`src/rtl/sdram_init_param.sv`:
```
// sdram_init_param: SDRAM power-up initialisation sequencer.
//
// Sequence after enable is sampled high in Idle:
//   PowerUp (T_DELAY NOPs) -> PALL -> T_RP NOPs -> N_REF x (REF, T_RC NOPs)
//   -> MRS -> T_MRD NOPs -> [EMRS -> T_MRD NOPs] -> Done -> Idle
//
// Optional feature: define SDRAM_INIT_EMRS_EN to add the extended mode-register
// write (EMRS, bank 2'b10, address 0) after the MRS wait.
//
// Ports:
//   clock      in   single clock for all state
//   reset      in   asynchronous, active-high
//   enable     in   level; starts the sequence when sampled high in Idle
//   busy       out  high in every state except Idle
//   end_init   out  one-cycle pulse while in Done
//   init_done  out  sticky; set on the edge leaving Done, cleared on re-init
//   dram_addr  out  SDRAM address bus (ADDR_W bits, ADDR_W >= 11)
//   dram_ba    out  SDRAM bank address
//   dram_cs_n, dram_ras_n, dram_cas_n, dram_we_n  out  SDRAM command pins
//
// All timing parameters must be at least 1.
module sdram_init_param #(
   parameter int unsigned T_DELAY     = 20000,
   parameter int unsigned T_RP        = 2,
   parameter int unsigned T_RC        = 9,
   parameter int unsigned N_REF       = 8,
   parameter int unsigned T_MRD       = 2,
   parameter int unsigned CAS_LATENCY = 3,
   parameter int unsigned BURST_LEN   = 0,
   parameter int unsigned BURST_TYPE  = 0,
   parameter int unsigned WB_SINGLE   = 1,
   parameter int unsigned ADDR_W      = 13
) (
   input  logic              clock,
   input  logic              reset,
   input  logic              enable,
   output logic              busy,
   output logic              end_init,
   output logic              init_done,
   output logic [ADDR_W-1:0] dram_addr,
   output logic [1:0]        dram_ba,
   output logic              dram_cs_n,
   output logic              dram_ras_n,
   output logic              dram_cas_n,
   output logic              dram_we_n
);

   localparam int unsigned T_MAX_A = (T_DELAY > T_RP) ? T_DELAY : T_RP;
   localparam int unsigned T_MAX_B = (T_RC > T_MRD) ? T_RC : T_MRD;
   localparam int unsigned T_MAX   = (T_MAX_A > T_MAX_B) ? T_MAX_A : T_MAX_B;
   localparam int unsigned CNT_W   = (T_MAX > 1) ? $clog2(T_MAX) : 1;

   // Terminal counts: a wait of T cycles ends when the counter reads T-1.
   localparam logic [CNT_W-1:0] T_DELAY_LAST = CNT_W'(T_DELAY - 1);
   localparam logic [CNT_W-1:0] T_RP_LAST    = CNT_W'(T_RP - 1);
   localparam logic [CNT_W-1:0] T_RC_LAST    = CNT_W'(T_RC - 1);
   localparam logic [CNT_W-1:0] T_MRD_LAST   = CNT_W'(T_MRD - 1);
   localparam logic [7:0]       N_REF_8      = 8'(N_REF);

   // Mode word: A9 write-burst mode, A6:4 CAS latency, A3 burst type, A2:0 burst length.
   localparam logic [9:0] MODE_WORD = {1'(WB_SINGLE), 2'b00, 3'(CAS_LATENCY),
                                       1'(BURST_TYPE), 3'(BURST_LEN)};

   // {cs_n, ras_n, cas_n, we_n}
   localparam logic [3:0] CMD_NOP  = 4'b0111;
   localparam logic [3:0] CMD_PALL = 4'b0010;
   localparam logic [3:0] CMD_REF  = 4'b0001;
   localparam logic [3:0] CMD_MRS  = 4'b0000;

   typedef enum logic [3:0] {
      StIdle     = 4'd0,
      StPowerUp  = 4'd1,
      StPall     = 4'd2,
      StWaitRp   = 4'd3,
      StAutoRef  = 4'd4,
      StWaitRc   = 4'd5,
      StModeReg  = 4'd6,
      StWaitMrd  = 4'd7,
      StDone     = 4'd8
`ifdef SDRAM_INIT_EMRS_EN
      ,
      StEmrs     = 4'd9,
      StWaitEmrs = 4'd10
`endif
   } state_t;

   state_t           state;
   logic [CNT_W-1:0] cnt;
   logic [7:0]       ref_cnt;
   logic [3:0]       cmd;

   always_ff @(posedge clock or posedge reset) begin
      if (reset) begin
         state     <= StIdle;
         cnt       <= '0;
         ref_cnt   <= '0;
         init_done <= 1'b0;
      end else begin
         case (state)
            StIdle: begin
               if (enable) begin
                  // Fresh start: a re-init always runs the complete sequence.
                  state     <= StPowerUp;
                  cnt       <= '0;
                  ref_cnt   <= '0;
                  init_done <= 1'b0;
               end
            end
            StPowerUp: begin
               if (cnt == T_DELAY_LAST) begin
                  state <= StPall;
                  cnt   <= '0;
               end else begin
                  cnt <= cnt + CNT_W'(1);
               end
            end
            StPall: begin
               state <= StWaitRp;
               cnt   <= '0;
            end
            StWaitRp: begin
               if (cnt == T_RP_LAST) begin
                  state <= StAutoRef;
                  cnt   <= '0;
               end else begin
                  cnt <= cnt + CNT_W'(1);
               end
            end
            StAutoRef: begin
               state   <= StWaitRc;
               cnt     <= '0;
               ref_cnt <= ref_cnt + 8'd1;
            end
            StWaitRc: begin
               if (cnt == T_RC_LAST) begin
                  state <= (ref_cnt < N_REF_8) ? StAutoRef : StModeReg;
                  cnt   <= '0;
               end else begin
                  cnt <= cnt + CNT_W'(1);
               end
            end
            StModeReg: begin
               state <= StWaitMrd;
               cnt   <= '0;
            end
            StWaitMrd: begin
               if (cnt == T_MRD_LAST) begin
`ifdef SDRAM_INIT_EMRS_EN
                  state <= StEmrs;
`else
                  state <= StDone;
`endif
                  cnt   <= '0;
               end else begin
                  cnt <= cnt + CNT_W'(1);
               end
            end
`ifdef SDRAM_INIT_EMRS_EN
            StEmrs: begin
               state <= StWaitEmrs;
               cnt   <= '0;
            end
            StWaitEmrs: begin
               if (cnt == T_MRD_LAST) begin
                  state <= StDone;
                  cnt   <= '0;
               end else begin
                  cnt <= cnt + CNT_W'(1);
               end
            end
`endif
            StDone: begin
               state     <= StIdle;
               cnt       <= '0;
               init_done <= 1'b1;
            end
            default: begin
               state <= StIdle;
               cnt   <= '0;
            end
         endcase
      end
   end

   // Outputs are a pure decode of the state register.
   always_comb begin
      cmd       = CMD_NOP;
      dram_addr = '0;
      dram_ba   = 2'b00;
      busy      = 1'b1;
      end_init  = 1'b0;
      case (state)
         StIdle: busy = 1'b0;
         StPall: begin
            cmd           = CMD_PALL;
            dram_addr[10] = 1'b1;
         end
         StAutoRef: cmd = CMD_REF;
         StModeReg: begin
            cmd       = CMD_MRS;
            dram_addr = {{(ADDR_W - 10){1'b0}}, MODE_WORD};
         end
`ifdef SDRAM_INIT_EMRS_EN
         StEmrs: begin
            cmd     = CMD_MRS;
            dram_ba = 2'b10;
         end
`endif
         StDone: end_init = 1'b1;
         default: cmd = CMD_NOP;
      endcase
   end

   assign {dram_cs_n, dram_ras_n, dram_cas_n, dram_we_n} = cmd;

endmodule

```
`config.mk`:
```
export PLATFORM = sky130hd
export DESIGN_NAME = sdram_init_param
export DESIGN_NICKNAME = d
export VERILOG_FILES = /design/src/rtl/sdram_init_param.sv
export SDC_FILE = /design/constraint.sdc
export NUM_CORES = 1
export LEC_CHECK = 0
export ABC_AREA = 1
export BUFFER_PORTS_ARGS = -buffer_cell sky130_fd_sc_hd__buf_4
export CAP_MARGIN = 30
export CORE_ASPECT_RATIO = 0.8
export CORE_MARGIN = 4
export CORE_UTILIZATION = 58
export DETAILED_ROUTE_END_ITERATION = 12
export PLACE_DENSITY_LB_ADDON = 0.2
export SYNTH_ARGS = -nofsm -noshare
export SYNTH_HDL_FRONTEND = slang
export SYNTH_SLANG_ARGS = --single-unit
export TNS_END_PERCENT = 100
```
`constraint.sdc`:
```
create_clock -name clock -period 3.45 [get_ports clock]
set_clock_uncertainty 0.05 [all_clocks]
set_input_delay 0.69 -clock clock [delete_from_list [all_inputs] [get_ports clock]]
set_output_delay 0.69 -clock clock [all_outputs]
set_load 0.1 [all_outputs]
```
==> metrics.md, run 1 <==
| Metric | Value |
|---|---|
| Status | complete, no violations |
| RR Endpoint | state[0] |
| NumNets Final | roughly 280 |
| Post-CTS sizing | 0 |
| Finished Layout Cells | 315 |
| Initial antenna violation count | 0 |
| CTS clk-pin slew, worst paths | 100 ps |
| Post-synthesis instance total | 263 |
| Cell depth of the worst flop-to-flop path | 7 |
| Setup TNS | 0 ps |
| Register-to-register setup slack | 1670 ps |
| Crit path to | end_init |
| Yosys top cell by area | dfrtp_1 |
| Tmin final | 2320 ps |
| Ant. Diodes | 0 |
| R2r startpoint | cnt[0] |
| Final GP Congestion | 0.885 |
| Vias | around 1.7k |
| Die area | 4450 µm² |
| Critical Path Sink Type | primary output |
| Fraction of registers with async set/reset | 1.00 |
| Critical path's slowest cell | dfrtp_1 |
| Min-delay worst type | in2async |
| Pwr/cell area | 770 nW/µm² |
| CP required | 2710 ps |
| DP Area | 2100 µm² |
| Register area share after synthesis | 0.351 |
| Fin area | 2170 µm² |
| Placed cell count | 311 |
| Period utilisation layout | 0.674 |
| Residual DRC | 0 |
| Fillcell total | 291 |
| Latest clock arrival within the worst-skew pair | 290 ps |
| Critical Path Source Type | flip-flop |
| Via/cell ratio | 5.37 |
| Synth cell types | 34 |
| Ys Warns | 0 |
| GRT met1 Usage | 0.321 |
| First-pass GRT wire length | 7.44 mm |
| Crit path max fanout | 6 |
| Most used DFF post-synth | dfrtp_1 |
| Slew @ Worst Pin | 521 ps |
| Postcts setup bufs | 0 |
| Critical Path AT | 1580 ps |
| Origin of the worst setup path | state[1] |
| Drt wl/cell | 13.6 µm |
| Storage cell area | 701 µm² |
| I/O pins | 25 |
| Delay-heaviest family, CP | flip-flops |
| RSZ-0062 raised after global routing | no |
| Max-slew violation count | 0 |
| DRT iter0 DRCs | 136 |
| F_max | 430 MHz |
| Die Width | 73.6 µm |
| Cell Area, Synth | 2000 µm² |
| Buffers plus inverters on the worst setup path | 2 |
| Htree depth | 1 |
| Clock Path Buffers | 2 |
| Syn_area_per_cell | between 7 and 8 µm² |
| Max stage delay on crit path | 470 ps |
| Vias in the first global route | 1557 |
| Relative slew slack | 0.653 |
| Clock sink total | 28 |
| Layer with the highest usage | met2 |
| Area growth syn-to-layout | 8.59% |
| Hold Buf Count CTS | 0 |
| Initial Util | 0.624 |
| Max VDD drop | 0.786 mV |
| Crit path depth | 4 |
| TritonCTS clock tree | done |
| Die Ht | 60.5 µm |
| Max cap viols | 0 |
| Post-route ant nets | 0 |
| Top-area cell type share of the netlist area | 0.351 |
| CP Class | reg2out |
| Dominant cells by area after synthesis | dfrtp_1 35%, nand2_1 11%, nor2_1 5.6% |
| HPWL Detailed | 3.22 mm |
| Grt met3 use | 0.0348 |
| Grt met2 use | 0.324 |
| Setup Viol. Count Final | 0 |
| Root Driver | clkbuf_8 |
| Leakage | between 0.001 and 0.0015 µW |
| Total gr overflow | 0 |
| Core area | between 3000 and 4000 µm² |
| Critical path, cell by cell | nor2_2 > inv_2 > nor3_2 > buf_4 |
| Footprint of the multi-input gates | 1130 µm² |
| Row count | 18 |
| Final Hold Vio Count | 0 |
| Layout cell share with drive strength beyond 1 | 0.215 |
| Port buffer count | 12 |
| GRT Resource Usage Total | 0.216 |
| Total wire length | approximately 4.3 mm |
| Largest net degree at the start of global routing | 18 |
| Cts bufs inserted | 3 |
| DRT Pass-1 Iters | 5 |
| Register bit count reported by yosys | 28 |
| Post-synth EDFFs | 0 |
## cell type report
type                       count  share of cell area
inverter                      26              0.0462
sequential                    28               0.323
clock inverter                 1              0.0139
clock buffer                   3              0.0191
multi-input combinational    204               0.520
tap                           40              0.0231
timing repair buffer          13              0.0543
## registers in the layout, summed over array words and instances (netlist names)
| register | flops |
|---|---|
| cnt | 15 |
| ref_cnt | 8 |
| state | 4 |
| init_done | 1 |
## cells in the final DEF, fill, tap and decap left out, drive strengths merged
master	Yosys	final
a21o	1	1
a21oi	6	6
buf	16	13
bufinv	0	1
clkbuf	0	3
conb	1	12
dfrtp	28	28
ha	4	4
inv	26	26
nand2	64	64
nand3	24	24
nand3b	1	1
nand4	8	8
nor2	47	47
nor3	7	7
o211ai	4	4
o21a	1	1
o21ai	14	14
o22ai	2	2
o31ai	1	1
xnor2	3	3
xor2	5	5
## logic make-up (layout without fill, tap and decap cells)
family	Yosys count	after routing	synth area share
simple gates	151	151	0.386
buf+inv	42	43	0.111
compound gates	29	29	0.0903
flops	28	28	0.351
xor+xnor	8	8	0.0351
fa+ha+maj	4	4	0.0251
other cells	1	12	0.00188
## layer usage
metal  routed length, µm  part of all wire  vias to the layer above
met5                   0                 0                        -
met2                1820              0.43                       57
met1                2130              0.50                      771
met3                 235             0.055                       10
met4                  85             0.020                        0
li1                    -                 -                      854
## where the power goes
part | internal, µW | switching (µW) | total (µW) | leakage, µW
logic | 217 | 712 | 929 | 0.000610
clock network | 156 | 110 | 265 | 0.0000357
registers | 387 | 87.6 | 475 | 0.000380
total | 760 | 909 | 1670 | 0.00103
## how the worst min path moves through the flow
stage                from    endpoint  slack [ps]
2_1_floorplan  ref_cnt[7]  ref_cnt[7]         390
4_1_cts             reset  ref_cnt[4]         400
6_report            reset  ref_cnt[4]         380
3_3_place_gp   ref_cnt[7]  ref_cnt[7]         410
5_1_grt             reset  ref_cnt[4]         420
3_5_place_dp    init_done   init_done         420
## worst reg2reg max path: stages (launching register included)
cell and delay, ps:
dfrtp_1 410, ha_1 280, nand2_2 110, nor2_4 150, nand2_2 100, o21ai_4 190, nand3_2 170, o21a_1 210
## cells in the mapped netlist (3+ instances only)
cell type	n
nand2_1	57
nor2_1	30
dfrtp_1	28
nand3_1	22
inv_1	19
nor2_2	15
buf_4	14
o21ai_0	8
nand4_1	7
a21oi_1	6
inv_2	6
nand2_2	5
nor3_1	5
xor2_1	5
ha_1	4
o211ai_1	4
o21ai_1	4
xnor2_1	3
## through the flow
| step | total power [µW] | setup slack (ps) | hold slack (ps) | utilization |
|---|---|---|---|---|
| 2_1_floorplan | 1240 | 94.6 | 390 | - |
| 3_3_place_gp | 1380 | 1480 | 413 | 0.647 |
| 3_5_place_dp | 1410 | 1430 | 421 | 0.655 |
| 4_1_cts | 1670 | 1110 | 404 | 0.678 |
| 5_1_grt | 1770 | 1020 | 421 | 0.678 |
| 6_report | 1670 | 1130 | 378 | 0.678 |
(Power assumes the default switching activity.)
==> inputs of run 2 (changes only) <==
--- a/config.mk
+++ b/config.mk
@@ -5,12 +5,12 @@
 export SDC_FILE = /design/constraint.sdc
 export NUM_CORES = 1
 export LEC_CHECK = 0
-export ABC_AREA = 1
+export ABC_AREA = 0
 export BUFFER_PORTS_ARGS = -buffer_cell sky130_fd_sc_hd__buf_4
 export CAP_MARGIN = 30
 export CORE_ASPECT_RATIO = 0.8
 export CORE_MARGIN = 4
-export CORE_UTILIZATION = 58
+export CORE_UTILIZATION = 51
 export DETAILED_ROUTE_END_ITERATION = 12
 export PLACE_DENSITY_LB_ADDON = 0.2
 export SYNTH_ARGS = -nofsm -noshare
==> constraint.sdc (replaced) <==
create_clock -name clock -period 1.96 [get_ports clock]
set_clock_uncertainty 0.05 [all_clocks]
set_input_delay 0.392 -clock clock [delete_from_list [all_inputs] [get_ports clock]]
set_output_delay 0.392 -clock clock [all_outputs]
set_load 0.1 [all_outputs]
==> metrics.md, run 2 <==
| Metric | Value |
|---|---|
| Crit path max fanout | 6 (unchanged) |
| Post-route ant nets | 0 (unchanged) |
| Cts bufs inserted | 3 (unchanged) |
| RSZ-0062 raised after global routing | yes |
| CP required | 2080 ps (-630 ps) |
| Power after layout | 3280 µW (+97%) |
| Internal power | 1640 µW (+120%) |
| Top-count cell post-synth | dfrtp_1 |
| Top flop regs | cnt (15), ref_cnt (8), state (4) |
| Die area | 4350 µm² (-2.2%) |
| Yosys top cell by area | dfrtp_1 |
| Drt wl/cell | 15.3 µm (+13%) |
| Hold Buf Count CTS | 0 (unchanged) |
| Total gr overflow | 0 (unchanged) |
| F_max | 497 MHz |
| Commonest cells post-synth | 28 x dfrtp_1, 22 x nor2_1, 20 x nand2_1 |
| Critical Path Source Type | flip-flop |
| Most used DFF post-synth | dfrtp_1 |
| Layout cell share with drive strength beyond 1 | 0.345 (+0.131) |
| Die Ht | 59.8 µm (-1.1%) |
| Final GP Congestion | 0.842 (-4.9%) |
| GRT Resource Usage Total | 0.183 (-0.0332) |
| Top-area cell type share of the netlist area | 0.410 (+0.0586) |
| Row count | 18 (unchanged) |
| Leakage | 0.000965 µW (-5.9%) |
| Setup Viol. Count Final | 14 (+14) |
| TritonCTS clock tree | done |
| Fin area | 2170 µm² (+0.23%) |
| Status | complete, but fails checks |
| Critical Path Sink Type | flip-flop |
| Die Width | 72.7 µm (-1.1%) |
| DP Area | 1910 µm² (-9.1%) |
| Clock power share | 0.099 (-0.060) |
| Htree depth | 1 (unchanged) |
| HPWL Detailed | 2.60 mm (-19%) |
| Dominant cells by area after synthesis | dfrtp_1 41%, buf_4 7.0%, nor2_1 4.8% |
| Critical Path AT | 2130 ps (+550 ps) |
| Max VDD drop | 0.632 mV (-20%) |
| Critical path's slowest cell | dfrtp_1 |
| Period utilisation layout | 1.03 |
| RR Endpoint | cnt[14] |
| Vias | 1445 (-15%) |
| Max-slew violation count | 0 (unchanged) |
| Root Driver | clkbuf_8 |
| Origin of the worst setup path | cnt[0] |
| Clock Path Buffers | 2 (unchanged) |
| Max cap viols | 0 (unchanged) |
| Register area share after synthesis | 0.410 (+0.0586) |
| Min-delay worst type | in2async |
| Final Hold Vio Count | 0 (unchanged) |
| Failing checks | setup timing |
| Register-to-register setup slack | -50 ps (-1720 ps) |
| Vias in the first global route | 1376 (-12%) |
| Largest register FFs | 15 (unchanged) |
| Max stage delay on crit path | 440 ps (-30 ps) |
| Final WS setup | -51.5 ps (-1180 ps) |
| Cell depth of the worst flop-to-flop path | 8 (+1) |
| First-pass GRT wire length | 6.22 mm (-16%) |
| Total wire length | 4.03 mm (-5.7%) |
| Sw Pwr | 1650 µW (+81%) |
| R2r startpoint | cnt[0] |
| Syn_area_per_cell | 9.00 µm² (+19%) |
| Clock sink total | 28 (unchanged) |
| DRT iter0 DRCs | 107 (-21%) |
| Final core utilization | 0.689 (+0.0113) |
| Latest clock arrival within the worst-skew pair | 280 ps (about the same) |
| CP Class | reg2reg |
| Post-synth EDFFs | 0 (unchanged) |
| Via/cell ratio | 5.49 (+2.3%) |
| Synth cell types | 45 (+32%) |
| CTS clk-pin slew, worst paths | 100 ps (about the same) |
| Pwr/cell area | 1510 nW/µm² (+96%) |
| Tmin final | about 2000 ps |
| Flop pwr share | 0.273 (-0.011) |
| Initial antenna violation count | 0 (unchanged) |
| Residual DRC | 0 (unchanged) |
| Placement Setup Slack | 33.9 ps (-1400 ps) |
| Largest Register | cnt |
| Port buffer count | 12 (unchanged) |
| Cell Area, Synth | 1710 µm² (-14%) |
| Commonest non-fill, non-tap cell in the layout | buf_4 |
| Switching part of the total | 0.502 (-0.0431) |
| Area growth syn-to-layout | 27.0% |
| Fillcell total | 247 (-15%) |
| Ant. Diodes | 0 (unchanged) |
| Post-synthesis instance total | 190 (-28%) |
| Logic pwr share | 0.629 (+0.072) |
| Critical path, cell by cell | buf_6 > ha_4 > and4_4 > nand4_1 > a22o_1 > nor3b_4 > buf_4 > nor2_1 |
| Highest-count cells in the layout ignoring fill and taps | 29 x buf_4, 24 x dfrtp_1, 20 x nor2_1, 19 x nand2_1, 12 x conb_1 |
| DRT Pass-1 Iters | 4 (-1) |
| Fraction of registers with async set/reset | 1.00 (unchanged) |
| Register bit count reported by yosys | 28 (unchanged) |
| Largest net degree at the start of global routing | 29 (+11) |
| I/O pins | 25 (unchanged) |
| Initial Util | 0.542 (-0.0816) |
| NumNets Final | 231 (-18%) |
| Core area | 3150 µm² (-1.4%) |
| Ys Warns | 0 (unchanged) |
-- run 2: changes by cell type after synthesis, sizes merged, moves of 5 or more --
cell   delta
nand3    -17
o21ai     -5
inv      -20
mux2i     +5
and3      +6
nor2     -24
nand2    -44
-- run 2: cell type report --
type,count,area (µm²),area share
inverters,6,22.5,0.0104
flip-flops and latches,28,706,0.325
clock buffers,4,45.0,0.0207
multi-input cells,147,1010,0.466
repair buffers,38,337,0.155
well taps,40,50.0,0.0230
-- run 2: worst max-delay path by stage --
stage / endpoint / slack (ps) / cells after the start
after CTS: dram_addr[4] / 4 / 4
after detailed placement: cnt[9] / 30 / 8
after global routing: cnt[7] / -110 / 8
after floorplan: end_init / -100 / 2
after global placement: cnt[9] / 90 / 8
final: cnt[14] / -50 / 8
-- run 2: what timing repair did --
item	CTS	global route
pin swaps	2	8
cloned	0	1
setup endpoints to repair	8	23
resized for setup	9	24
buffers inserted	5	6
-- run 2: logic make-up after synthesis --
family,after synthesis,share of synthesized area
muxes,5,0.0293
DFF,28,0.410
buffers and inverters,26,0.0951
xor gates and xnor gates,8,0.0410
and+or+nand+nor,93,0.304
AOI/OAI and AO/OA,25,0.0892
adders and majority gates,4,0.0293
other,1,0.00219
-- run 2: worst max-delay path: cells and delay by family, from the launching register on --
family | cells | cell delay [ps]
AND/OR/NAND/NOR | 4 | 650
AO/OA/AOI/OAI | 1 | 330
adder cells (fa/ha/maj) | 1 | 120
flip-flops | 1 | 440
buffers and inverters | 2 | 320
-- run 2: stage by stage --
step                      hold slack, ps  setup TNS (ps)  std cells
after floorplan                      396            -252        201
after global placement               413               0        247
after detailed placement             425               0        247
after CTS                            130               0        256
after global routing                 162           -1470        263
final                                116            -448        263
-- run 2: power groups by stage --
stage	logic, µW	clock network [µW]	registers [µW]
after floorplan	1340	0	851
after global placement	1620	0	881
after detailed placement	1650	0	896
after CTS	1790	334	866
after global routing	2190	356	912
final	2060	324	894
-- run 2: routing by layer --
| layer | wire length [µm] | track usage | vias up |
|---|---|---|---|
| li1 | - | - | 704 |
| met3 | 234 | 0.0538 | 6 |
| met5 | 0 | 0 | - |
| met2 | 1900 | 0.302 | 44 |
| met1 | 1850 | 0.245 | 691 |
| met4 | 45 | 0.0237 | 0 |
